--- config.mk ---
export PLATFORM = sky130hd
export DESIGN_NAME = seq_addsub_n_flat
export DESIGN_NICKNAME = d
export VERILOG_FILES = /design/src/rtl/seq_addsub_n_if.sv /design/src/rtl/seq_addsub_n.sv /design/src/flat_wrapper.sv
export SDC_FILE = /design/constraint.sdc
export NUM_CORES = 1
export LEC_CHECK = 0
export CAP_MARGIN = 20
export CELL_PAD_IN_SITES_DETAIL_PLACEMENT = 1
export CELL_PAD_IN_SITES_GLOBAL_PLACEMENT = 1
export CORE_ASPECT_RATIO = 0.75
export CORE_MARGIN = 2
export CORE_UTILIZATION = 41
export CTS_CLUSTER_SIZE = 10
export DETAILED_ROUTE_END_ITERATION = 8
export GPL_ROUTABILITY_DRIVEN = 0
export GPL_TIMING_DRIVEN = 0
export HOLD_SLACK_MARGIN = 0.06
export PLACE_DENSITY = 0.95
export SLEW_MARGIN = 5
export SYNTH_ARGS = -nofsm -noshare
export SYNTH_HDL_FRONTEND = slang
export SYNTH_SLANG_ARGS = --single-unit
--- constraint.sdc ---
create_clock -name clk -period 6.19 [get_ports clk]
set_input_delay 1.238 -clock clk [delete_from_list [all_inputs] [get_ports clk]]
set_output_delay 1.238 -clock clk [all_outputs]
set_load 0.01 [all_outputs]
--- src/rtl/seq_addsub_n_if.sv ---
// seq_addsub_n_if: operand/result bundle for the digit-serial add/subtract unit.
//   start, mode, a, b, bin : request side (driven by the master)
//   busy, done, result,
//   cout, ovf              : status/result side (driven by the unit)
// W must match the W of the seq_addsub_n instance it is connected to.
interface seq_addsub_n_if #(
    parameter int W = 32
);
    logic         start;
    logic         mode;
    logic [W-1:0] a;
    logic [W-1:0] b;
    logic         bin;
    logic         busy;
    logic         done;
    logic [W-1:0] result;
    logic         cout;
    logic         ovf;

    modport master (
        output start, mode, a, b, bin,
        input  busy, done, result, cout, ovf
    );

    modport slave (
        input  start, mode, a, b, bin,
        output busy, done, result, cout, ovf
    );
endinterface

--- src/rtl/seq_addsub_n.sv ---
// seq_addsub_n: digit-serial add/subtract unit, D bits per clock over N=W/D cycles.
// Ports:
//   clk : rising-edge clock
//   rst : synchronous active-high reset
//   bus : seq_addsub_n_if.slave
//         start/mode/a/b/bin sampled in IDLE only (mode 1 = add, 0 = subtract)
//         busy high while running, done one-cycle pulse N cycles after accept,
//         result/cout/ovf valid at done and held until the next accepted start
module seq_addsub_n #(
    parameter int W = 32,
    parameter int D = 8
) (
    input  logic          clk,
    input  logic          rst,
    seq_addsub_n_if.slave bus
);
    localparam int N  = W / D;
    localparam int CW = (N > 1) ? $clog2(N) : 1;

    typedef enum logic {IDLE, RUN} state_t;

    state_t        state_q, state_d;
    logic [W-1:0]  a_q, a_d;
    logic [W-1:0]  b_q, b_d;
    logic          mode_q, mode_d;
    logic          carry_q, carry_d;
    logic [CW-1:0] cnt_q, cnt_d;
    logic [W-1:0]  result_q, result_d;
    logic          busy_q, busy_d;
    logic          done_q, done_d;
    logic          cout_q, cout_d;
    logic          ovf_q, ovf_d;

    logic [D-1:0]  a_dig, b_dig;
    logic [D:0]    dig_w;

    always_comb begin
        state_d  = state_q;
        a_d      = a_q;
        b_d      = b_q;
        mode_d   = mode_q;
        carry_d  = carry_q;
        cnt_d    = cnt_q;
        result_d = result_q;
        busy_d   = busy_q;
        done_d   = 1'b0;
        cout_d   = cout_q;
        ovf_d    = ovf_q;

        a_dig = a_q[int'(cnt_q) * D +: D];
        b_dig = b_q[int'(cnt_q) * D +: D];
        // Bit D of the (D+1)-bit add is the carry; for subtract it goes high
        // exactly when the digit difference is negative, i.e. the borrow.
        if (mode_q) begin
            dig_w = {1'b0, a_dig} + {1'b0, b_dig} + {{D{1'b0}}, carry_q};
        end else begin
            dig_w = {1'b0, a_dig} - {1'b0, b_dig} - {{D{1'b0}}, carry_q};
        end

        unique case (state_q)
            IDLE: begin
                if (bus.start) begin
                    a_d     = bus.a;
                    b_d     = bus.b;
                    mode_d  = bus.mode;
                    carry_d = bus.bin;
                    cnt_d   = '0;
                    busy_d  = 1'b1;
                    state_d = RUN;
                end
            end
            RUN: begin
                result_d[int'(cnt_q) * D +: D] = dig_w[D-1:0];
                carry_d = dig_w[D];
                cnt_d   = cnt_q + 1'b1;
                if (cnt_q == CW'(N - 1)) begin
                    state_d = IDLE;
                    cnt_d   = '0;
                    busy_d  = 1'b0;
                    done_d  = 1'b1;
                    cout_d  = dig_w[D];
                    // MSB digit is written this cycle, so use result_d.
                    if (mode_q) begin
                        ovf_d = (a_q[W-1] == b_q[W-1]) && (result_d[W-1] != a_q[W-1]);
                    end else begin
                        ovf_d = (a_q[W-1] != b_q[W-1]) && (result_d[W-1] != a_q[W-1]);
                    end
                end
            end
            default: state_d = IDLE;
        endcase
    end

    always_ff @(posedge clk) begin
        if (rst) begin
            state_q  <= IDLE;
            a_q      <= '0;
            b_q      <= '0;
            mode_q   <= 1'b0;
            carry_q  <= 1'b0;
            cnt_q    <= '0;
            result_q <= '0;
            busy_q   <= 1'b0;
            done_q   <= 1'b0;
            cout_q   <= 1'b0;
            ovf_q    <= 1'b0;
        end else begin
            state_q  <= state_d;
            a_q      <= a_d;
            b_q      <= b_d;
            mode_q   <= mode_d;
            carry_q  <= carry_d;
            cnt_q    <= cnt_d;
            result_q <= result_d;
            busy_q   <= busy_d;
            done_q   <= done_d;
            cout_q   <= cout_d;
            ovf_q    <= ovf_d;
        end
    end

    assign bus.busy   = busy_q;
    assign bus.done   = done_q;
    assign bus.result = result_q;
    assign bus.cout   = cout_q;
    assign bus.ovf    = ovf_q;
endmodule

--- src/flat_wrapper.sv ---
// flat-port wrapper written by rule: the top's interface ports become plain ports
module seq_addsub_n_flat 
#(
    parameter int W = 32,
    parameter int D = 8
)
  (clk, rst, bus_start, bus_mode, bus_a, bus_b, bus_bin, bus_busy, bus_done, bus_result, bus_cout, bus_ovf);
  seq_addsub_n_if #(.W(W)) bus_i ();
  input  logic clk;
  input  logic rst;
  input wire logic [$bits(bus_i.start)-1:0] bus_start;
  input wire logic [$bits(bus_i.mode)-1:0] bus_mode;
  input wire logic [$bits(bus_i.a)-1:0] bus_a;
  input wire logic [$bits(bus_i.b)-1:0] bus_b;
  input wire logic [$bits(bus_i.bin)-1:0] bus_bin;
  output wire logic [$bits(bus_i.busy)-1:0] bus_busy;
  output wire logic [$bits(bus_i.done)-1:0] bus_done;
  output wire logic [$bits(bus_i.result)-1:0] bus_result;
  output wire logic [$bits(bus_i.cout)-1:0] bus_cout;
  output wire logic [$bits(bus_i.ovf)-1:0] bus_ovf;
  assign bus_i.start = bus_start;
  assign bus_i.mode = bus_mode;
  assign bus_i.a = bus_a;
  assign bus_i.b = bus_b;
  assign bus_i.bin = bus_bin;
  assign bus_busy = bus_i.busy;
  assign bus_done = bus_i.done;
  assign bus_result = bus_i.result;
  assign bus_cout = bus_i.cout;
  assign bus_ovf = bus_i.ovf;
  seq_addsub_n #(.W(W), .D(D)) u_core (.clk(clk), .rst(rst), .bus(bus_i));
endmodule
==> metrics.md, run 1 <==
| Metric | Value |
|---|---|
| Syn_nets | 695 |
| CTS Hold Bufs | 0 |
| Outcome | completed |
| Cell Chain, Critical Path | buf_1 > mux4_1 > ha_1 > inv_1 > ha_1 > a21oi_1 > o211ai_2 > o21ai_2 > xor2_2 > mux2i_4 > a21oi_1 > o311a_1 |
| Startpoint types | register |
| Final setup skew | 8.13 ps |
| Reg2Reg Launch Point | u_core.cnt_q[0] |
| Synth cell count leaders | nand2_1 (154), dfxtp_1 (105), a21oi_1 (86) |
| Setup Total Neg Slack | 0 ps |
| Routed via count | 5232 |
| Clk_lat worst skew | 350 ps |
| Worst setup margin | 1730 ps |
| Max FO, Critical Path | 10 |
| Post-CTS resize count | 0 |
| FMAX | 0.224 GHz |
| WL/cell | 23.5 microns |
| Fin nets | 811 |
| Drt drc | 0 |
| Crit. End Element | register |
| Share of layout cells above drive strength 1 | 6.27% |
| Dpl ws | 2140 ps |
| Top-count cell post-synth | nand2_1 |
| Register area share after synthesis | 41.3% |
| I/O pin cnt | 105 |
| Critical path launch point | u_core.cnt_q[0] |
| Core ar. | 12200 sq um |
| P_leak | 2.49 nW |
| RSZ-0062 raised after global routing | no |
| FF+latch count, synth | 105 |
| Worst path slowest cell | buf_1 |
| Required time worst endpoint | 6430 ps |
| Area Growth Syn to Fin | 30.4% |
| YS warnings | 0 |
| Htree depth | 3 |
| Post-CTS Setup Bufs | 0 |
| Critical path data arrival time | 4700 ps |
| Flop2flop setup slack | 1730 ps |
| R2R cell count | 12 |
| Largest stage delay on the critical path | 620 ps |
| Cell area after layout | 6640 sq um |
| Post-route ant nets | 0 |
| Max cap viols | 0 |
| Initial DRC Count | 458 |
| # diodes | 0 |
| Detailed Place HPWL | 14400 microns |
| Worst R2R End | u_core.bus.ovf |
| Share of the synthesized area in the top cell type | 41.3% |
| Post-synth cell types | 50 |
| Hold path startpoint | u_core.bus.result[13] |
| Sw Pwr | 0.000589 W |
| Initial antenna violation count | 0 |
| Seq pwr share | 41.5% |
| Fin crit share | 72.0% |
| Synthesized instance count | 597 |
| Total power | 0.00177 W |
| Crit path buf inv count | 2 |
| Cell taking the most area after synthesis | dfxtp_1 |
| Max VDD drop | 0.000170 V |
| Worst-path clk slew | 70 ps |
| Gate power share | 26.3% |
| Power density cells | 267 nW/um^2 |
| DP Area | 6340 sq um |
| Clock tree sinks | 105 |
| Slew Limit Fails | 0 |
| # rows | 35 |
| Worst path top cell family by delay | compound AO/OA/AOI/OAI gates |
| Final core utilization | 54.4% |
| Die Width | 133 microns |
| Hold Vio Cnt, Final | 0 |
| Largest net degree at the start of global routing | 18 |
| CTS tree | yes |
| Max Root-Sink Buffers | 2 |
| Hold Crit Class | register to register |
| Initial Util | 41.7% |
| First-pass GRT wire length | 31900 microns |
| Root Buffer | clkbuf_16 |
| Power Internal | 0.00118 W |
| CP Class | register to register |
| All-Layer GR Usage | 31.3% |
| Total wire length | 20800 microns |
| Min Tclk post-route | 4460 ps |
| Die height | 101 microns |
| Vias in the first global route | 5803 |
| Number of synthesized flops with an enable pin | 0 |
| Crit path capture | u_core.bus.ovf |
| Synth area leaders | dfxtp_1 (41%), nand2_1 (11%), a21oi_1 (8.5%) |
| Ys flop type | dfxtp_1 |
| Post-synth design cell area | 5090 sq um |
| # setup viols final | 0 |
| Drt first pass iters | 5 |
| Full die area | 13300 sq um |
| Mean post-synth cell area | 8.53 sq um |
| Via density | 5.92 |
| Worst rel slew slack | 30.8% |
| Synth async-reset ratio | 0% |
| Grt ovf | 0 |
| Worst Max-Slew Pin Slew | 1030 ps |
| Sw Share | 33.2% |
| TritonCTS buffer count | 9 |
| Clock power share | 32.3% |
| Port bufs | 104 |
| Critical Path Stages | 12 |
## routing by layer
| metal | global-route usage (%) | up-vias | part of all wire, % |
|---|---|---|---|
| met5 | 0 | - | 0 |
| met1 | 36.5 | 2592 | 39 |
| met3 | 7.19 | 75 | 8.1 |
| met2 | 54.9 | 316 | 49 |
| met4 | 15.0 | 0 | 3.5 |
| li1 | - | 2249 | - |
## cells by family after synthesis
kind of cell | Yosys count | synth area share [%]
buffers and inverters | 66 | 5.09
AO/OA/AOI/OAI | 143 | 17.4
adder cells (fa/ha/maj) | 29 | 7.72
flip-flops | 105 | 41.3
multiplexers | 19 | 8.11
AND/OR/NAND/NOR | 223 | 17.9
XOR/XNOR | 12 | 2.58
## layout by cell type, fill, tap and decap left out, drive strengths merged, types with 3 or more instances in the layout
master           n
mux2i            4
nor2            41
mux4            15
o21ai           11
xnor2            9
a21oi           87
inv             35
a22o             4
o21bai           4
nand2b          10
clkbuf          30
buf             16
a22oi           24
xor2             3
ha              25
clkdlybuf4s50  104
nand3            5
nand2          154
fa               4
nor3             4
dfxtp          105
## worst min path at each step
stage | end | slack, ps | cells past startpoint
2_1_floorplan | u_core.b_q[20] | 430 | 2
3_5_place_dp | u_core.b_q[1] | 450 | 2
3_3_place_gp | u_core.b_q[28] | 440 | 2
6_report | u_core.bus.result[13] | 460 | 2
5_1_grt | u_core.b_q[24] | 480 | 2
4_1_cts | u_core.b_q[19] | 460 | 2
## through the flow
step | instances | hold slack (ps)
5_1_grt | 884 | 478
2_1_floorplan | 597 | 432
3_5_place_dp | 867 | 451
3_3_place_gp | 867 | 438
4_1_cts | 883 | 464
6_report | 884 | 458
## power groups by stage
stage	combinational [W]	sequential (W)	clock, W
6_report	0.000465	0.000735	0.000572
5_1_grt	0.000487	0.000736	0.000595
4_1_cts	0.000447	0.000733	0.000569
3_5_place_dp	0.000428	0.000746	0
3_3_place_gp	0.000391	0.000743	0
2_1_floorplan	0.000262	0.000740	0
## registers in the layout, indices dropped and copies added (netlist names)
| name | flops |
|---|---|
| u_core.bus.ovf | 1 |
| u_core.a_q | 32 |
| u_core.state_q | 1 |
| u_core.bus.done | 1 |
| u_core.carry_q | 1 |
| u_core.b_q | 32 |
| u_core.bus.result | 32 |
| u_core.bus.busy | 1 |
| u_core.bus.cout | 1 |
| u_core.cnt_q | 2 |
| u_core.mode_q | 1 |
## worst reg2reg max path, stage by stage, from the launching register on
cell      delay (ps)
dfxtp_1          560
buf_1            620
mux4_1           550
ha_1             450
inv_1             90
ha_1             400
a21oi_1          320
o211ai_2         170
o21ai_2          280
xor2_2           140
mux2i_4          300
a21oi_1          150
o311a_1          320
## final cells by class
cell class                      count  area (sq um)
Fill cell                        1387          5580
Multi-Input combinational cell    426          2740
Sequential cell                   105          2100
Timing Repair Buffer              105          1050
Clock buffer                       12           256
Tap cell                          166           208
Buffer                             33           135
Inverter                           33           124
Clock inverter                      4          33.8
Note: power is estimated with default switching activity, not from simulation.
==> inputs of run 2 (changes only) <==
--- a/config.mk
+++ b/config.mk
@@ -10,13 +10,13 @@
 export CELL_PAD_IN_SITES_GLOBAL_PLACEMENT = 1
 export CORE_ASPECT_RATIO = 0.75
 export CORE_MARGIN = 2
-export CORE_UTILIZATION = 41
+export CORE_UTILIZATION = 38
 export CTS_CLUSTER_SIZE = 10
 export DETAILED_ROUTE_END_ITERATION = 8
 export GPL_ROUTABILITY_DRIVEN = 0
 export GPL_TIMING_DRIVEN = 0
 export HOLD_SLACK_MARGIN = 0.06
-export PLACE_DENSITY = 0.95
+export PLACE_DENSITY = 0.92
 export SLEW_MARGIN = 5
 export SYNTH_ARGS = -nofsm -noshare
 export SYNTH_HDL_FRONTEND = slang
==> constraint.sdc (replaced) <==
create_clock -name clk -period 4.22 [get_ports clk]
set_input_delay 0.844 -clock clk [delete_from_list [all_inputs] [get_ports clk]]
set_output_delay 0.844 -clock clk [all_outputs]
set_load 0.01 [all_outputs]
==> run 2 against run 1 <==
Compared with the run above:
- critical path depth decreased by 1
- final cell count increased by 0.68%
- total power increased by 47%
- critical endpoint is now u_core.bus.result[27]
==> metrics.md, run 2 (synthesized netlist as in run 1, its figures left out) <==
| Metric | Value |
|---|---|
| Root Buffer | clkbuf_16 |
| Fin nets | 812 |
| Setup Total Neg Slack | 0 ps |
| Worst setup margin | 19.0 ps |
| All-Layer GR Usage | 25.4% |
| Core ar. | 13000 sq um |
| CP Class | register to register |
| Vias in the first global route | 5192 |
| GRT Max-Usage Layer | met2 |
| Slew Limit Fails | 0 |
| Worst Max-Slew Pin Slew | 1070 ps |
| Met1 Usage GRT | 32.0% |
| Required time worst endpoint | 4500 ps |
| Hold Vio Cnt, Final | 0 |
| Share of layout cells above drive strength 1 | 6.68% |
| Worst rel slew slack | 28.4% |
| Drt drc | 0 |
| Initial DRC Count | 348 |
| CTS Hold Bufs | 0 |
| Layout Cells excl Fill | 890 |
| Port bufs | 104 |
| Grt ovf | 0 |
| Worst R2R End | u_core.bus.result[27] |
| R2R cell count | 11 |
| Initial Util | 39.1% |
| Fill count | 1501 |
| CTS tree | yes |
| Clock tree sinks | 105 |
| Flop2flop setup slack | 20 ps |
| TritonCTS buffer count | 9 |
| Total wire length | 18000 microns |
| # setup viols final | 0 |
| FMAX | 0.238 GHz |
| First-pass GRT wire length | 27800 microns |
| Commonest cells after routing, fill and taps aside | nand2_1 (154), dfxtp_1 (105), clkdlybuf4s50_1 (104), a21oi_1 (86), nor2_1 (41) |
| Worst hold path depth | 2 |
| Full die area | 14300 sq um |
| Area Growth Syn to Fin | 31.0% |
| Commonest non-fill, non-tap cell in the layout | nand2_1 |
| Die height | 104 microns |
| Max VDD drop | 0.000217 V |
| RSZ-0062 raised after global routing | no |
| Post-route ant nets | 0 |
| Outcome | completed |
| Routed via count | 4922 |
| Largest net degree at the start of global routing | 20 |
| Endpoint, Worst Hold | u_core.bus.result[13] |
| FF+latch area | 2100 sq um |
| Fin crit share | 99.6% |
| Met2 Usage GRT | 43.1% |
| Crit. End Element | register |
| Drt first pass iters | 4 |
| I/O pin cnt | 105 |
| # rows | 36 |
| Dpl ws | 275 ps |
| WL/cell | 20.3 microns |
| Max FO, Critical Path | 10 |
| Hold Crit Class | register to register |
| Placed cells | 873 |
| Initial antenna violation count | 0 |
| Hold path startpoint | u_core.bus.result[13] |
| Critical path data arrival time | 4480 ps |
| GR Util met3 | 4.82% |
| Multi-input logic area | 2730 sq um |
| Htree depth | 3 |
| Max cap viols | 0 |
| Clk_lat worst skew | 360 ps |
| P_leak | 2.51 nW |
| # diodes | 0 |
| Max Root-Sink Buffers | 2 |
| Startpoint types | register |
| Min Tclk post-route | 4200 ps |
| Final setup skew | 10.2 ps |
| Die Width | 138 microns |
| Detailed Place HPWL | 13500 microns |
| Power density cells | 390 nW/um^2 |
| Final core utilization | 51.2% |
| Via density | 5.53 |
| Worst-path clk slew | 80 ps |
| Reg2Reg Launch Point | u_core.cnt_q[0] |
-- run 2: cell count changes in the layout (fill, tap and decap cells not counted), sizes merged --
cell | before | now
buf | 16 | 15
bufinv | 0 | 1
clkbuf | 30 | 29
clkinv | 1 | 2
inv | 35 | 36
-- run 2: layer usage --
layer  part of all wire (%)  up-vias
met2                     49      195
met3                    6.4       45
met4                    2.9        0
met1                     42     2437
li1                       -     2245
met5                      0        -
-- run 2: how the worst max path moves through the flow --
stage / start / end / slack [ps] / depth (start not counted)
after global placement: u_core.cnt_q[0] / u_core.bus.ovf / 470 / 12
after global routing: u_core.cnt_q[0] / u_core.bus.result[27] / 5 / 11
after CTS: u_core.cnt_q[1] / u_core.bus.result[27] / 230 / 12
after floorplan: u_core.cnt_q[0] / u_core.bus.ovf / 950 / 13
final: u_core.cnt_q[0] / u_core.bus.result[27] / 20 / 11
after detailed placement: u_core.cnt_q[0] / u_core.bus.cout / 270 / 11
-- run 2: critical path: stages (launching register included) --
cell,delay (ps)
dfxtp_1,550
buf_2,470
mux4_2,620
fa_1,430
ha_1,350
nand2_1,160
o221ai_2,270
xor2_1,200
nor2_1,60
a21oi_1,570
a22oi_1,210
nor2_1,220
-- run 2: layout make-up --
class | count | area share, %
clock buffers | 9 | 3.38
well taps | 171 | 3.21
plain buffers | 33 | 2.06
inverters | 33 | 1.86
repair buffers | 106 | 15.8
multi-input cells | 426 | 40.9
flip-flops and latches | 105 | 31.5
clock inverters | 7 | 1.31
-- run 2: timing repair --
item / 4_1_cts / 5_1_grt
setup buffers: 0 / 0
endpoints found under the setup margin: 0 / 2
gates resized for setup: 0 / 3
-- run 2: through the flow --
step,cell area (sq um),total power [W],hold WS [ps]
after floorplan,5090,0.00147,432
after global placement,6350,0.00166,440
after detailed placement,6350,0.00171,441
after CTS,6660,0.00259,451
after global routing,6670,0.00269,474
final,6670,0.00260,445
-- run 2: power by group --
group / internal [W] / switching (W)
registers: 0.00104 / 0.0000352
clock network: 0.000473 / 0.000413
logic: 0.000255 / 0.000383
total: 0.00177 / 0.000831
==> inputs of run 3 (changes only) <==
--- a/config.mk
+++ b/config.mk
@@ -5,18 +5,17 @@
 export SDC_FILE = /design/constraint.sdc
 export NUM_CORES = 1
 export LEC_CHECK = 0
-export CAP_MARGIN = 20
 export CELL_PAD_IN_SITES_DETAIL_PLACEMENT = 1
-export CELL_PAD_IN_SITES_GLOBAL_PLACEMENT = 1
+export CELL_PAD_IN_SITES_GLOBAL_PLACEMENT = 2
 export CORE_ASPECT_RATIO = 0.75
 export CORE_MARGIN = 2
-export CORE_UTILIZATION = 38
+export CORE_UTILIZATION = 30
 export CTS_CLUSTER_SIZE = 10
 export DETAILED_ROUTE_END_ITERATION = 8
 export GPL_ROUTABILITY_DRIVEN = 0
 export GPL_TIMING_DRIVEN = 0
 export HOLD_SLACK_MARGIN = 0.06
-export PLACE_DENSITY = 0.92
+export PLACE_DENSITY = 0.91
 export SLEW_MARGIN = 5
 export SYNTH_ARGS = -nofsm -noshare
 export SYNTH_HDL_FRONTEND = slang
==> constraint.sdc (replaced) <==
create_clock -name clk -period 3.9 [get_ports clk]
set_input_delay 0.78 -clock clk [delete_from_list [all_inputs] [get_ports clk]]
set_output_delay 0.78 -clock clk [all_outputs]
set_load 0.01 [all_outputs]
==> run 3 against run 2 <==
Compared with the run above:
- die area is 26% higher
- register-to-register slack better by 140 ps
- via count is 5.8% lower
- worst hold slack better by 8.6 ps
- total power is 4.3% higher
- clock-buffer cell count is 1 higher
- critical endpoint is now u_core.bus.ovf
==> metrics.md, run 3 (synthesized netlist as in run 1, its figures left out) <==
| Metric | Value |
|---|---|
| Core ar. | 16700 sq um |
| Initial DRC Count | 239 |
| Met1 Usage GRT | 24.6% |
| Vias in the first global route | 5069 |
| Drt first pass iters | 4 |
| R2R cell count | 12 |
| First-pass GRT wire length | 26500 microns |
| Total wire length | 16600 microns |
| TritonCTS buffer count | 9 |
| Initial Util | 30.4% |
| I/O pin cnt | 105 |
| Fin crit share | 96.0% |
| Worst path slowest cell | mux4_2 |
| Hold Crit Class | register to register |
| Die Width | 154 microns |
| Crit. End Element | register |
| Area Growth Syn to Fin | 31.7% |
| Detailed Place HPWL | 13000 microns |
| Initial antenna violation count | 0 |
| Critical Path Stages | 12 |
| # rows | 41 |
| Post-CTS Setup Bufs | 0 |
| CP Class | register to register |
| Reg2Reg Launch Point | u_core.cnt_q[1] |
| Max cap viols | 0 |
| Worst R2R End | u_core.bus.ovf |
| Post-route ant nets | 0 |
| FMAX | 0.267 GHz |
| Clk_lat worst skew | 360 ps |
| CTS tree | yes |
| Root Buffer | clkbuf_16 |
| # setup viols final | 0 |
| Port bufs | 104 |
| Worst path top cell family by delay | compound AO/OA/AOI/OAI gates |
| Commonest non-fill, non-tap cell in the layout | nand2_1 |
| Critical path data arrival time | 3980 ps |
| Final setup skew | 10.9 ps |
| Cell Chain, Critical Path | buf_6 > mux4_2 > ha_1 > inv_1 > ha_1 > a21oi_1 > o211ai_2 > o21ai_2 > xor2_2 > mux2i_4 > a21oi_1 > o311a_1 |
| P_leak | 2.47 nW |
| GRT Max-Usage Layer | met2 |
| DP Area | 6400 sq um |
| Critical path launch point | u_core.cnt_q[1] |
| Min Tclk post-route | 3740 ps |
| Routed via count | 4636 |
| Cell area after layout | 6700 sq um |
| Clock tree sinks | 105 |
| Required time worst endpoint | 4140 ps |
| Multi-input logic area | 2740 sq um |
| Via density | 4.98 |
| All-Layer GR Usage | 19.2% |
| FF+latch area | 2100 sq um |
| Max VDD drop | 0.000217 V |
| Worst rel slew slack | 27.0% |
| # diodes | 0 |
| Flop2flop setup slack | 160 ps |
| Largest stage delay on the critical path | 620 ps |
| Max Root-Sink Buffers | 2 |
| Grt ovf | 0 |
| Crit path buf inv count | 2 |
| Share of layout cells above drive strength 1 | 6.56% |
| Die height | 117 microns |
| Startpoint types | register |
| Outcome | completed |
| Total power | 0.00271 W |
| Drt drc | 0 |
| Largest net degree at the start of global routing | 20 |
| CTS Hold Bufs | 0 |
| WL/cell | 17.9 microns |
| Commonest cells after routing, fill and taps aside | nand2_1 (154), dfxtp_1 (105), clkdlybuf4s50_1 (104), a21oi_1 (85), nor2_1 (41) |
| Worst Max-Slew Pin Slew | 1090 ps |
| Fin nets | 809 |
| Power density cells | 404 nW/um^2 |
| Full die area | 18000 sq um |
| Htree depth | 3 |
| Met2 Usage GRT | 33.0% |
| GR Util met3 | 4.82% |
| Crit path capture | u_core.bus.ovf |
| RSZ-0062 raised after global routing | no |
| Worst-path clk slew | 70 ps |
| Fill count | 1962 |
| Slew Limit Fails | 0 |
| Max FO, Critical Path | 18 |
| Hold Vio Cnt, Final | 0 |
-- run 3: cell count changes in the layout (fill, tap and decap cells not counted), sizes merged --
cell,change
clkinv,-1
clkinvlp,+1
buf,-1
bufinv,-1
clkbuf,-1
-- run 3: report_power, final --
part / total, W / switching, W / internal [W]
registers: 0.00116 / 0.0000372 / 0.00113
logic: 0.000659 / 0.000382 / 0.000277
clock network: 0.000888 / 0.000440 / 0.000448
-- run 3: through the flow --
step                      hold WS (ps)  setup WS [ps]  utilization, %  std cells  TNS (ps)
final                              453            158            40.1        931         0
after global routing               477           2.29            40.1        931         0
after CTS                          458           34.0            40.0        931         0
after detailed placement           447          -65.0            38.3        916     -70.0
after global placement             438           78.9            38.3        916         0
after floorplan                    432            627               -        597         0
-- run 3: worst min-delay path by stage --
stage	endpoint	startpoint	slack, ps	depth (start not counted)
finish	u_core.bus.result[29]	u_core.bus.result[29]	450	2
CTS	u_core.b_q[15]	u_core.b_q[15]	460	2
global route	u_core.bus.result[5]	u_core.bus.result[5]	480	2
floorplan	u_core.b_q[20]	u_core.b_q[20]	430	2
detailed placement	u_core.b_q[15]	u_core.b_q[15]	450	2
global placement	u_core.bus.result[5]	u_core.bus.result[5]	440	2
-- run 3: cell type report --
type | instances | share of cell area, %
multi-input combinational | 426 | 40.8
sequential | 105 | 31.4
timing repair buffer | 104 | 15.5
tap | 215 | 4.01
clock buffer | 10 | 3.42
buffer | 32 | 2.11
inverter | 33 | 1.85
clock inverter | 6 | 0.896
-- run 3: layer usage --
layer / routed length, microns / part of all wire, %
met5: 0 / 0
met1: 7620 / 46
met4: 167 / 1.0
met2: 7970 / 48
met3: 870 / 5.2
-- run 3: tightest hold or removal path: stages, from the launching register on --
cell and delay [ps]:
dfxtp_1 310, nand2_1 50, o21ai_1 50
-- run 3: what timing repair did --
| action | 4_1_cts | 5_1_grt |
|---|---|---|
| setup endpoints to repair | 2 | 19 |
| endpoints found under the hold margin | 0 | 0 |
| resized for setup | 1 | 6 |
